## src/rtl/i2s_pkg.sv

```systemverilog
// i2s_pkg: shared constants and the stereo sample-pair type for the I2S
// frame controller and its sample FIFO.
package i2s_pkg;
  localparam int I2S_WORD_W     = 32;
  localparam int I2S_SCLK_DIV   = 8;
  localparam int I2S_SLOT_BITS  = 32;
  localparam int I2S_FIFO_DEPTH = 4;

  // Left word sits in the upper half so {s_left, s_right} maps directly.
  typedef struct packed {
    logic [I2S_WORD_W-1:0] left;
    logic [I2S_WORD_W-1:0] right;
  } stereo_t;
endpackage

```

## src/rtl/i2s_frame_ctrl_if.sv

```systemverilog
// i2s_frame_ctrl_if: valid/ready sample-pair stream from the DDS core.
//   s_valid  - pair valid (master drives)
//   s_ready  - FIFO can accept (slave drives)
//   s_left   - left sample, two's complement
//   s_right  - right sample, two's complement
interface i2s_frame_ctrl_if;
  import i2s_pkg::*;
  logic                  s_valid;
  logic                  s_ready;
  logic [I2S_WORD_W-1:0] s_left;
  logic [I2S_WORD_W-1:0] s_right;

  modport master (output s_valid, s_left, s_right, input s_ready);
  modport slave  (input s_valid, s_left, s_right, output s_ready);
endinterface

```

## src/rtl/stereo_fifo.sv

```systemverilog
// stereo_fifo: synchronous FIFO for stereo sample pairs.
//   clk, rst_n   - clock, async active-low reset (empties the FIFO)
//   push, din    - write request/data; ignored while full
//   pop, dout    - read request; dout shows the oldest entry (show-ahead)
//   level        - entries held; full/empty derived from it
// A push while full is refused even if a pop happens on the same edge,
// since full reflects the pre-pop level.
module stereo_fifo #(
  parameter int DEPTH = 4,
  parameter int W     = 64
) (
  input  logic                   clk,
  input  logic                   rst_n,
  input  logic                   push,
  input  logic [W-1:0]           din,
  input  logic                   pop,
  output logic [W-1:0]           dout,
  output logic [$clog2(DEPTH):0] level,
  output logic                   full,
  output logic                   empty
);
  localparam int AW = $clog2(DEPTH);

  logic [W-1:0]  r_mem [DEPTH];
  logic [AW-1:0] r_wr_ptr, r_rd_ptr;
  logic [AW:0]   r_level;
  logic          w_push, w_pop;

  assign full   = (r_level == (AW+1)'(DEPTH));
  assign empty  = (r_level == '0);
  assign level  = r_level;
  assign dout   = r_mem[r_rd_ptr];
  assign w_push = push && !full;
  assign w_pop  = pop && !empty;

  // Storage needs no reset; level/pointers define what is valid.
  always_ff @(posedge clk) begin
    if (w_push) r_mem[r_wr_ptr] <= din;
  end

  // Power-of-two depth: pointers wrap by natural overflow.
  always_ff @(posedge clk or negedge rst_n) begin
    if (!rst_n) begin
      r_wr_ptr <= '0;
      r_rd_ptr <= '0;
      r_level  <= '0;
    end else begin
      if (w_push) r_wr_ptr <= r_wr_ptr + 1'b1;
      if (w_pop)  r_rd_ptr <= r_rd_ptr + 1'b1;
      case ({w_push, w_pop})
        2'b10:   r_level <= r_level + 1'b1;
        2'b01:   r_level <= r_level - 1'b1;
        default: r_level <= r_level;
      endcase
    end
  end
endmodule

```

## src/rtl/i2s_frame_ctrl.sv

```systemverilog
// i2s_frame_ctrl: buffers stereo pairs and generates I2S framing on mclk.
//   mclk, rst_n       - master clock, async active-low reset
//   s (slave)         - valid/ready sample-pair input stream
//   sclk_o, lrclk_o   - bit clock (mclk/SCLK_DIV, 50%), word select (0=left)
//   l_en, r_en        - one-sclk-period load strobes at lrclk fall / rise
//   l_din, r_din      - current frame's words, held for the whole frame
//   underflow         - sticky: FIFO was empty at a frame start
//   fifo_level        - entries held
// Build option I2S_UNDERFLOW_HOLD_EN: on underflow repeat the previous
// words; without it the words are muted to zero.
module i2s_frame_ctrl
  import i2s_pkg::*;
#(
  parameter int SCLK_DIV   = I2S_SCLK_DIV,
  parameter int SLOT_BITS  = I2S_SLOT_BITS,
  parameter int FIFO_DEPTH = I2S_FIFO_DEPTH
) (
  input  logic                        mclk,
  input  logic                        rst_n,
  i2s_frame_ctrl_if.slave             s,
  output logic                        sclk_o,
  output logic                        lrclk_o,
  output logic                        l_en,
  output logic                        r_en,
  output logic [I2S_WORD_W-1:0]       l_din,
  output logic [I2S_WORD_W-1:0]       r_din,
  output logic                        underflow,
  output logic [$clog2(FIFO_DEPTH):0] fifo_level
);
  localparam int DIV_W = $clog2(SCLK_DIV);
  localparam int BIT_W = $clog2(SLOT_BITS);
  localparam logic [DIV_W-1:0] DIV_MAX  = DIV_W'(SCLK_DIV - 1);
  localparam logic [DIV_W-1:0] DIV_HALF = DIV_W'(SCLK_DIV / 2);
  localparam logic [BIT_W-1:0] BIT_MAX  = BIT_W'(SLOT_BITS - 1);

  logic [DIV_W-1:0]      r_div_cnt;
  logic [BIT_W-1:0]      r_bit_cnt;
  logic                  r_sclk, r_lrclk, r_l_en, r_r_en, r_underflow;
  logic [I2S_WORD_W-1:0] r_l_din, r_r_din;

  logic    w_fall_tick, w_slot_end, w_frame_start, w_lr_rise;
  logic    w_full, w_empty;
  stereo_t w_push_pair, w_pop_pair;

  assign w_fall_tick   = (r_div_cnt == DIV_MAX);
  assign w_slot_end    = w_fall_tick && (r_bit_cnt == BIT_MAX);
  assign w_frame_start = w_slot_end && r_lrclk;
  assign w_lr_rise     = w_slot_end && !r_lrclk;
  assign w_push_pair   = '{left: s.s_left, right: s.s_right};

  assign s.s_ready  = !w_full;
  assign sclk_o     = r_sclk;
  assign lrclk_o    = r_lrclk;
  assign l_en       = r_l_en;
  assign r_en       = r_r_en;
  assign l_din      = r_l_din;
  assign r_din      = r_r_din;
  assign underflow  = r_underflow;

  stereo_fifo #(.DEPTH(FIFO_DEPTH), .W(2*I2S_WORD_W)) u_fifo (
    .clk   (mclk),
    .rst_n (rst_n),
    .push  (s.s_valid),
    .din   (w_push_pair),
    .pop   (w_frame_start),
    .dout  (w_pop_pair),
    .level (fifo_level),
    .full  (w_full),
    .empty (w_empty)
  );

  always_ff @(posedge mclk or negedge rst_n) begin
    if (!rst_n) begin
      r_div_cnt   <= '0;
      r_bit_cnt   <= '0;
      r_sclk      <= 1'b0;
      r_lrclk     <= 1'b0;
      r_l_en      <= 1'b0;
      r_r_en      <= 1'b0;
      r_underflow <= 1'b0;
      r_l_din     <= '0;
      r_r_din     <= '0;
    end else begin
      r_div_cnt <= w_fall_tick ? '0 : r_div_cnt + 1'b1;
      // Registered compare lags div_cnt by one mclk: sclk is high for
      // div_cnt 1..SCLK_DIV/2 and low across the wrap, so lrclk and the
      // strobes, which change on the wrap edge, always move with sclk low.
      r_sclk <= (r_div_cnt < DIV_HALF);
      if (w_fall_tick) begin
        r_bit_cnt <= (r_bit_cnt == BIT_MAX) ? '0 : r_bit_cnt + 1'b1;
        // Strobes span exactly one fall_tick interval (SCLK_DIV mclk).
        r_l_en    <= w_frame_start;
        r_r_en    <= w_lr_rise;
      end
      if (w_slot_end) r_lrclk <= ~r_lrclk;
      if (w_frame_start) begin
        if (!w_empty) begin
          r_l_din <= w_pop_pair.left;
          r_r_din <= w_pop_pair.right;
        end else begin
          r_underflow <= 1'b1;
`ifndef I2S_UNDERFLOW_HOLD_EN
          r_l_din <= '0;
          r_r_din <= '0;
`endif
        end
      end
    end
  end
endmodule
```

## src/flat_wrapper.sv

```systemverilog
// flat-port wrapper written by rule: the top's interface ports become plain ports
module i2s_frame_ctrl_flat import i2s_pkg::*;
#(
  parameter int SCLK_DIV   = I2S_SCLK_DIV,
  parameter int SLOT_BITS  = I2S_SLOT_BITS,
  parameter int FIFO_DEPTH = I2S_FIFO_DEPTH
)
  (mclk, rst_n, sclk_o, lrclk_o, l_en, r_en, l_din, r_din, underflow, fifo_level, s_s_valid, s_s_left, s_s_right, s_s_ready);
  i2s_frame_ctrl_if s_i ();
  input  logic mclk;
  input  logic rst_n;
  output logic sclk_o;
  output logic lrclk_o;
  output logic l_en;
  output logic r_en;
  output logic [I2S_WORD_W-1:0] l_din;
  output logic [I2S_WORD_W-1:0] r_din;
  output logic underflow;
  output logic [$clog2(FIFO_DEPTH):0] fifo_level;
  input wire logic [$bits(s_i.s_valid)-1:0] s_s_valid;
  input wire logic [$bits(s_i.s_left)-1:0] s_s_left;
  input wire logic [$bits(s_i.s_right)-1:0] s_s_right;
  output wire logic [$bits(s_i.s_ready)-1:0] s_s_ready;
  assign s_i.s_valid = s_s_valid;
  assign s_i.s_left = s_s_left;
  assign s_i.s_right = s_s_right;
  assign s_s_ready = s_i.s_ready;
  i2s_frame_ctrl #(.SCLK_DIV(SCLK_DIV), .SLOT_BITS(SLOT_BITS), .FIFO_DEPTH(FIFO_DEPTH)) u_core (.mclk(mclk), .rst_n(rst_n), .s(s_i), .sclk_o(sclk_o), .lrclk_o(lrclk_o), .l_en(l_en), .r_en(r_en), .l_din(l_din), .r_din(r_din), .underflow(underflow), .fifo_level(fifo_level));
endmodule
```

## config.mk

```make
export PLATFORM = sky130hd
export DESIGN_NAME = i2s_frame_ctrl_flat
export DESIGN_NICKNAME = d
export VERILOG_FILES = /design/src/rtl/i2s_pkg.sv /design/src/rtl/i2s_frame_ctrl_if.sv /design/src/rtl/stereo_fifo.sv /design/src/rtl/i2s_frame_ctrl.sv /design/src/flat_wrapper.sv
export SDC_FILE = /design/constraint.sdc
export NUM_CORES = 1
export LEC_CHECK = 0
export ABC_AREA = 1
export BUFFER_PORTS_ARGS = -buffer_cell sky130_fd_sc_hd__buf_2
export CORE_MARGIN = 2
export CORE_UTILIZATION = 50
export CTS_BUF_LIST = sky130_fd_sc_hd__clkbuf_4
export DETAILED_ROUTE_END_ITERATION = 8
export GPL_TIMING_DRIVEN = 0
export PLACE_DENSITY = 0.81
export RECOVER_POWER = 25
export SLEW_MARGIN = 20
export SYNTH_ARGS = -nofsm -noshare
export SYNTH_HDL_FRONTEND = slang
export SYNTH_SLANG_ARGS = --single-unit
```

## constraint.sdc

```tcl
create_clock -name mclk -period 4.3 [get_ports mclk]
set_input_delay 0.86 -clock mclk [delete_from_list [all_inputs] [get_ports mclk]]
set_output_delay 0.86 -clock mclk [all_outputs]
set_load 0.01 [all_outputs]
```

== After elaboration in Yosys (flattened, before gate mapping) ==
Memory sizes are Yosys's and may differ from the RTL's.
Cells that the tools add are included.
Word-level totals
  output and inout bits: 73
  RAM bits: 256
  memories: 1
  bits of input ports: 67
  flip-flop bits (word level): 84
Cells by class
  reduce and logical (&&, ||, !) cells: 11
  equal/unequal tests: 5
  multiplexer cells: 7
  bitwise gates (word level): 1
  magnitude comparators: 1
  add/sub/neg operators: 6
Memories
  u_core.u_fifo.r_mem: depth 4, width 64, read ports 1, clocked after Yosys merged registers in 0, wr ports 1, RTL line stereo_fifo.sv:24  | logic [W-1:0] r_mem [DEPTH];
Operators by type and width (count)
  $mux W32: 2
  $add A3 B1 Y3 const B: 2
  $eq A3 B3 Y1 const B: 2
  $pmux W3 S2: 1
  $add A5 B1 Y5 const B: 1
  $eq A5 B5 Y1 const B: 1
  $logic_and A1 B1 Y1: 5
  $mux W5: 1
  $add A2 B1 Y2 const B: 2
  $logic_not A1 Y1: 3
  $logic_not A3 Y1: 1
  $lt A3 B3 Y1 const B: 1
  $mux W3: 1
  $sub A3 B1 Y3 const B: 1
  $eq A2 B1 Y1 const B: 1
  $eq A2 B2 Y1 const B: 1
  $mux W1: 2
  $reduce_and A2 Y1: 1
  $reduce_bool A2 Y1: 1
  $not A1 Y1: 1

== Logic depth before layout (Yosys ltp) ==
  word-level depth: 6
  mapped depth: 15
  depth with buffers taken out: 14

== By module ==
From an unflattened synthesis, not the netlist that was laid out.
Unflattened totals
  cell total of the unflattened synthesis: 1136
  area, all modules: 13669.4 µm²
Modules (own cells, without submodules)
  stereo_fifo: cells an instance 808, seq. area each 7862.5 µm², area an instance 10605.2 µm², instances 1
  i2s_frame_ctrl: cells an instance 328, seq. area each 1926.8 µm², area an instance 3064.2 µm², instances 1

== Worst setup path after synthesis ==
No wires, ideal clock.
  path type: input to register
  start point: in s_s_valid
  end point: mem u_core.u_fifo.r_mem[0][0] (enable)
  setup slack: 0.108 ns
  setup time: 0.487 ns
  cell stages on the path: 2
  data arrival time: 3.705 ns
  cell sequence: nand2_1 nor2_1
On the way
  longest elaborated chain between the ends: 3
Ends and longest elaborated chain
  start: declaration: RTL line flat_wrapper.sv:20  | input wire logic [$bits(s_i.s_valid)-1:0] s_s_valid;
  $logic_and A1 B1 Y1: RTL line stereo_fifo.sv:33  | assign w_push = push && !full;
  $mux W1: RTL line stereo_fifo.sv:38  | if (w_push) r_mem[r_wr_ptr] <= din;
  $mux W1 (implied by the code): RTL line stereo_fifo.sv:38
  end: declaration: RTL line stereo_fifo.sv:24
Every way passes these cells.

== Worst setup path in the final report ==
  start point: reg u_core.r_bit_cnt[1]
  end point: reg u_core.u_fifo.r_level[2], in the netlist u_core.u_fifo.level[2]
On the way
  longest elaborated chain between the ends: 6
  elaborated cells between the ends (all ways): 8
  those cells by class: eq/ne (3); mux (1); reduce/logical (4)
Ends and longest elaborated chain
  start: declaration: RTL line i2s_frame_ctrl.sv:37  | logic [BIT_W-1:0] r_bit_cnt;
  start signal: assignment: RTL line i2s_frame_ctrl.sv:90  | r_bit_cnt <= (r_bit_cnt == BIT_MAX) ? '0 : r_bit_cnt + 1'b1;
  $eq A5 B5 Y1 (*): RTL line i2s_frame_ctrl.sv:46  | assign w_slot_end = w_fall_tick && (r_bit_cnt == BIT_MAX);
  $logic_and A1 B1 Y1 (*): RTL line i2s_frame_ctrl.sv:46
  $logic_and A1 B1 Y1 (*): RTL line i2s_frame_ctrl.sv:47  | assign w_frame_start = w_slot_end && r_lrclk;
  $logic_and A1 B1 Y1 (*): RTL line stereo_fifo.sv:34  | assign w_pop = pop && !empty;
  net u_core.u_fifo.w_pop: RTL line stereo_fifo.sv:27  | logic w_push, w_pop;
  $eq A2 B1 Y1 or $eq A2 B2 Y1 (tied branches): RTL line stereo_fifo.sv:50  | case ({w_push, w_pop})
  $pmux W3 S2 or $reduce_bool A2 Y1 (tied branches)
  end signal: assignment: RTL line stereo_fifo.sv:51  | 2'b10: r_level <= r_level + 1'b1;
  end signal: assignment: RTL line stereo_fifo.sv:52  | 2'b01: r_level <= r_level - 1'b1;
  end signal: assignment: RTL line stereo_fifo.sv:53  | default: r_level <= r_level;
  end: declaration: RTL line stereo_fifo.sv:26  | logic [AW:0] r_level;
The timed path passes the listed nets; every way through them passes the cells marked *.
A chain may end at the register's enable or synchronous reset.

==> impl_metrics.py <==
metrics = {
    "drt": {
        "ant_nets": 0,
        "wl_um": 31180,
        "first_pass_iters": 5,
        "avgRoutedWirePerCell_um": 15.17,
        "vias": 9876,
        "via_per_inst": 4.806,
        "drt_iter0_drc": 584,
        "drc": 0,
    },
    "setup_path": {
        "endpoint_kind": "flop",
        "cp_common_cell": "ha_1",
        "start_kind": "flop",
        "cp_slowest_cell": "dfrtp_1",
        "worstPathArrival_ns": 3.28,
        "crit_family": "adder cells",
        "path_class": "flop to flop",
        "path_cells": "ha_1 > and3_1 > ha_1 > nand2_2 > nor2_4 > nand2_2 > inv_2 > buf_2 > ha_1 > inv_1 > fa_1 > inv_1 > nand2_1 > nand3_1 > xor2_1",
        "crit_required_ns": 4.91,
        "path_buf_inv": 4,
        "max_stage_delay_ns": 0.38,
        "cp_max_fo": 10,
    },
    "logic_synthesis": {
        "synth_cell_types": 24,
        "synth.top_cells.by_area": "edfxtp_1, dfrtp_1, nand2_1, inv_1, nand3_1",
        "synth-seq-cells": 340,
        "async_reset_ff_share_pct": 24.71,
        "avgSynthCellArea_um2": 10.29,
        "synth-edff-count": 256,
        "yosysSeqAreaShare_pct": 69.43,
        "synth_top_area_share_pct": 54.52,
        "synth_cells": 1370,
        "syn_nets": 1447,
        "synth_common_cells": "nand2_1, inv_1, edfxtp_1",
        "syn_area_mm2": 0.01410,
        "synth_flop_cell": "edfxtp_1",
        "yosysWarningCount": 0,
        "yosysMostFrequentCell": "nand2_1",
        "synth_top_area_cell": "edfxtp_1",
    },
    "sta": {
        "max_freq_ghz": 0.3742,
        "fin_crit_ns": 2.673,
        "slew_viol_final": 31,
        "tightestPinTransition_ns": 1.976,
        "finalCritPeriodShare_pct": 62.16,
        "hold_slack_ns": 0.4075,
        "hold_viol": 0,
        "rsz0062_at_grt": "no",
        "setup_viol": 0,
        "clock_skew_ns": 0.04027,
        "maxSlewHeadroom_pct": -31.73,
    },
    "cts": {
        "ctsResizeCount": 0,
        "clk_path_buf_depth": 3,
        "cts_tree": "done",
        "cts_buffers": 83,
        "clock_latency_ns": 0.69,
        "cts_setup_buffers": 0,
        "cts.hold.buffers_added": 0,
        "clk_pin_slew_worst_paths_ns": 0.07,
        "cts_max_level": 3,
        "clock_sinks": 340,
        "root_buffer": "clkbuf_4",
    },
    "floorplanning": {
        "initial_core_util_pct": 50.75,
        "design.core.area_mm2": 0.02778,
        "ios": 140,
        "num_rows": 61,
        "die_w_um": 171.9,
        "die_h_um": 171.9,
        "die_area_mm2": 0.02956,
    },
    "power": {
        "p_clk_share_pct": 42.6,
        "sw_frac_of_total_pct": 20.80,
        "power_frac_seq_pct": 56.3,
        "p_sw_w": 0.001304,
        "power.total_w": 0.006269,
        "powerDensity_mw_per_mm2": 378.6,
        "p_leak_nw": 8.084,
        "p_int_w": 0.004965,
        "p_comb_share_pct": 1.0,
        "ir_drop_mv": 0.2528,
    },
    "outcome": {
        "outcome": "complete, but fails checks",
        "violations": "capacitance limit, slew limit",
    },
    "layout": {
        "finalNetCount": 1682,
        "drive_above_1_share_pct": 16.79,
        "instances_no_fill": 2055,
        "post-route-cell-area_mm2": 0.01656,
        "fin_util_pct": 59.60,
        "area_growth_pct": 17.44,
    },
    "grt": {
        "use_met1_pct": 25.91,
        "grt_max_degree": 55,
        "grt_util_met2_pct": 36.91,
        "first_global_vias": 9741,
        "overflow": 0,
        "track_usage_pct": 21.65,
        "top_usage_layer": "met2",
        "grt_pass1_wl_um": 48560,
        "use_met3_pct": 5.791,
        "antenna_found_initial": 5,
    },
    "placement": {
        "routabilityCongestion": 0.7438,
        "placed_area_mm2": 0.01553,
        "dp_hpwl_um": 20300,
        "dp.cells": 1898,
        "portBuffers": 139,
    },
    "hold_path": {
        "hold_path.class": "primary input to flop",
    },
    "job": {
        "drv_cap": 1,
    },
}
## metrics by stage
step                      setup slack, ns  TNS, ns
after floorplan                    0.1084        0
after global placement             -2.285  -551.57
after detailed placement            1.661        0
after CTS                           1.616        0
after global routing                1.383        0
final                               1.627        0
## flip-flops by register name, indices dropped and copies added, names as in the netlist, 2 cells and up
register and count:
u_core.u_fifo.r_mem 256, u_core.l_din 32, u_core.r_din 32, u_core.r_bit_cnt 5
u_core.r_div_cnt 3, u_core.u_fifo.level 3, u_core.u_fifo.r_rd_ptr 2, u_core.u_fifo.r_wr_ptr 2
## logic make-up (layout without fill, tap and decap cells)
group	after synthesis	in the layout	synth area share [%]
buffers and inverters	330	634	9.460
adders and majority gates	10	10	0.9407
AOI/OAI and AO/OA	7	7	0.3106
xor gates and xnor gates	6	6	0.3727
DFF	340	340	69.43
and+or+nand+nor	677	677	19.49
other	0	3	0
## placed cells by master, fill, tap and decap left out, types with 2 or more instances in the layout
| master | synthesis | final |
|---|---|---|
| buf_6 | 5 | 5 |
| o21ai_0 | 3 | 3 |
| bufinv_16 | 0 | 2 |
| nand2_2 | 12 | 12 |
| diode_2 | 0 | 3 |
| clkinvlp_4 | 0 | 3 |
| clkinv_1 | 0 | 23 |
| buf_2 | 33 | 114 |
| buf_12 | 1 | 11 |
| clkbuf_1 | 13 | 71 |
| xor2_1 | 4 | 4 |
| clkbuf_4 | 0 | 120 |
| inv_1 | 273 | 273 |
| clkinv_2 | 0 | 4 |
| xnor2_1 | 2 | 2 |
| nand3_1 | 133 | 133 |
| edfxtp_1 | 256 | 256 |
| nand2_1 | 520 | 520 |
| buf_1 | 3 | 3 |
| dfrtp_1 | 84 | 84 |
| inv_2 | 2 | 4 |
| nor2_1 | 10 | 6 |
| ha_1 | 9 | 9 |
| nor2_4 | 1 | 5 |
## final timing paths
| check | start | to | slack [ns] | depth (start not counted) |
|---|---|---|---|---|
| max in group asynchronous | rst_n | u_core.r_din[1]$_DFFE_PN0N_ | 2.40 | 1 |
| min | s_s_left[3] | u_core.u_fifo.r_mem[2][35]$_DFFE_PP_ | 0.41 | 1 |
| max | u_core.r_bit_cnt[1]$_DFFE_PN0N_ | u_core.u_fifo.level[2]$_DFFE_PN0P_ | 1.63 | 15 |
| min in group asynchronous | rst_n | u_core.l_din[31]$_DFFE_PN0N_ | 0.74 | 1 |
| max reg2reg | u_core.r_bit_cnt[1]$_DFFE_PN0N_ | u_core.u_fifo.level[2]$_DFFE_PN0P_ | 1.63 | 15 |
| min reg2reg | u_core.r_div_cnt[2]$_DFF_PN0_ | u_core.sclk_o$_DFF_PN0_ | 0.41 | 1 |
## area by class of cell
| cell class | count | area (um^2) |
|---|---|---|
| Sequential cell | 340 | 9789 |
| Clock buffer | 120 | 900.9 |
| Inverter | 275 | 1032 |
| Timing Repair Buffer | 150 | 850.8 |
| Fill cell | 2311 | 11220 |
| Buffer | 55 | 301.5 |
| Multi-Input combinational cell | 700 | 3007 |
| Antenna cell | 3 | 7.507 |
| Tap cell | 378 | 473.0 |
| Clock inverter | 34 | 196.4 |
## per-layer routing
layer  part of all wire (%)  vias to the layer above
li1                       -                     4779
met1                     39                     4646
met2                     50                      372
met3                    8.2                       75
met4                    2.8                        4
met5                  0.083                        -
## power groups by stage
stage	clock network, W	registers (W)	logic, W
2_1_floorplan	0	0.00360	0.00000000812
3_3_place_gp	0	0.00360	0.0000623
3_5_place_dp	0	0.00360	0.0000719
4_1_cts	0.00275	0.00353	0.0000721
5_1_grt	0.00292	0.00353	0.0000731
6_report	0.00267	0.00353	0.0000639
(Power assumes the default switching activity.)
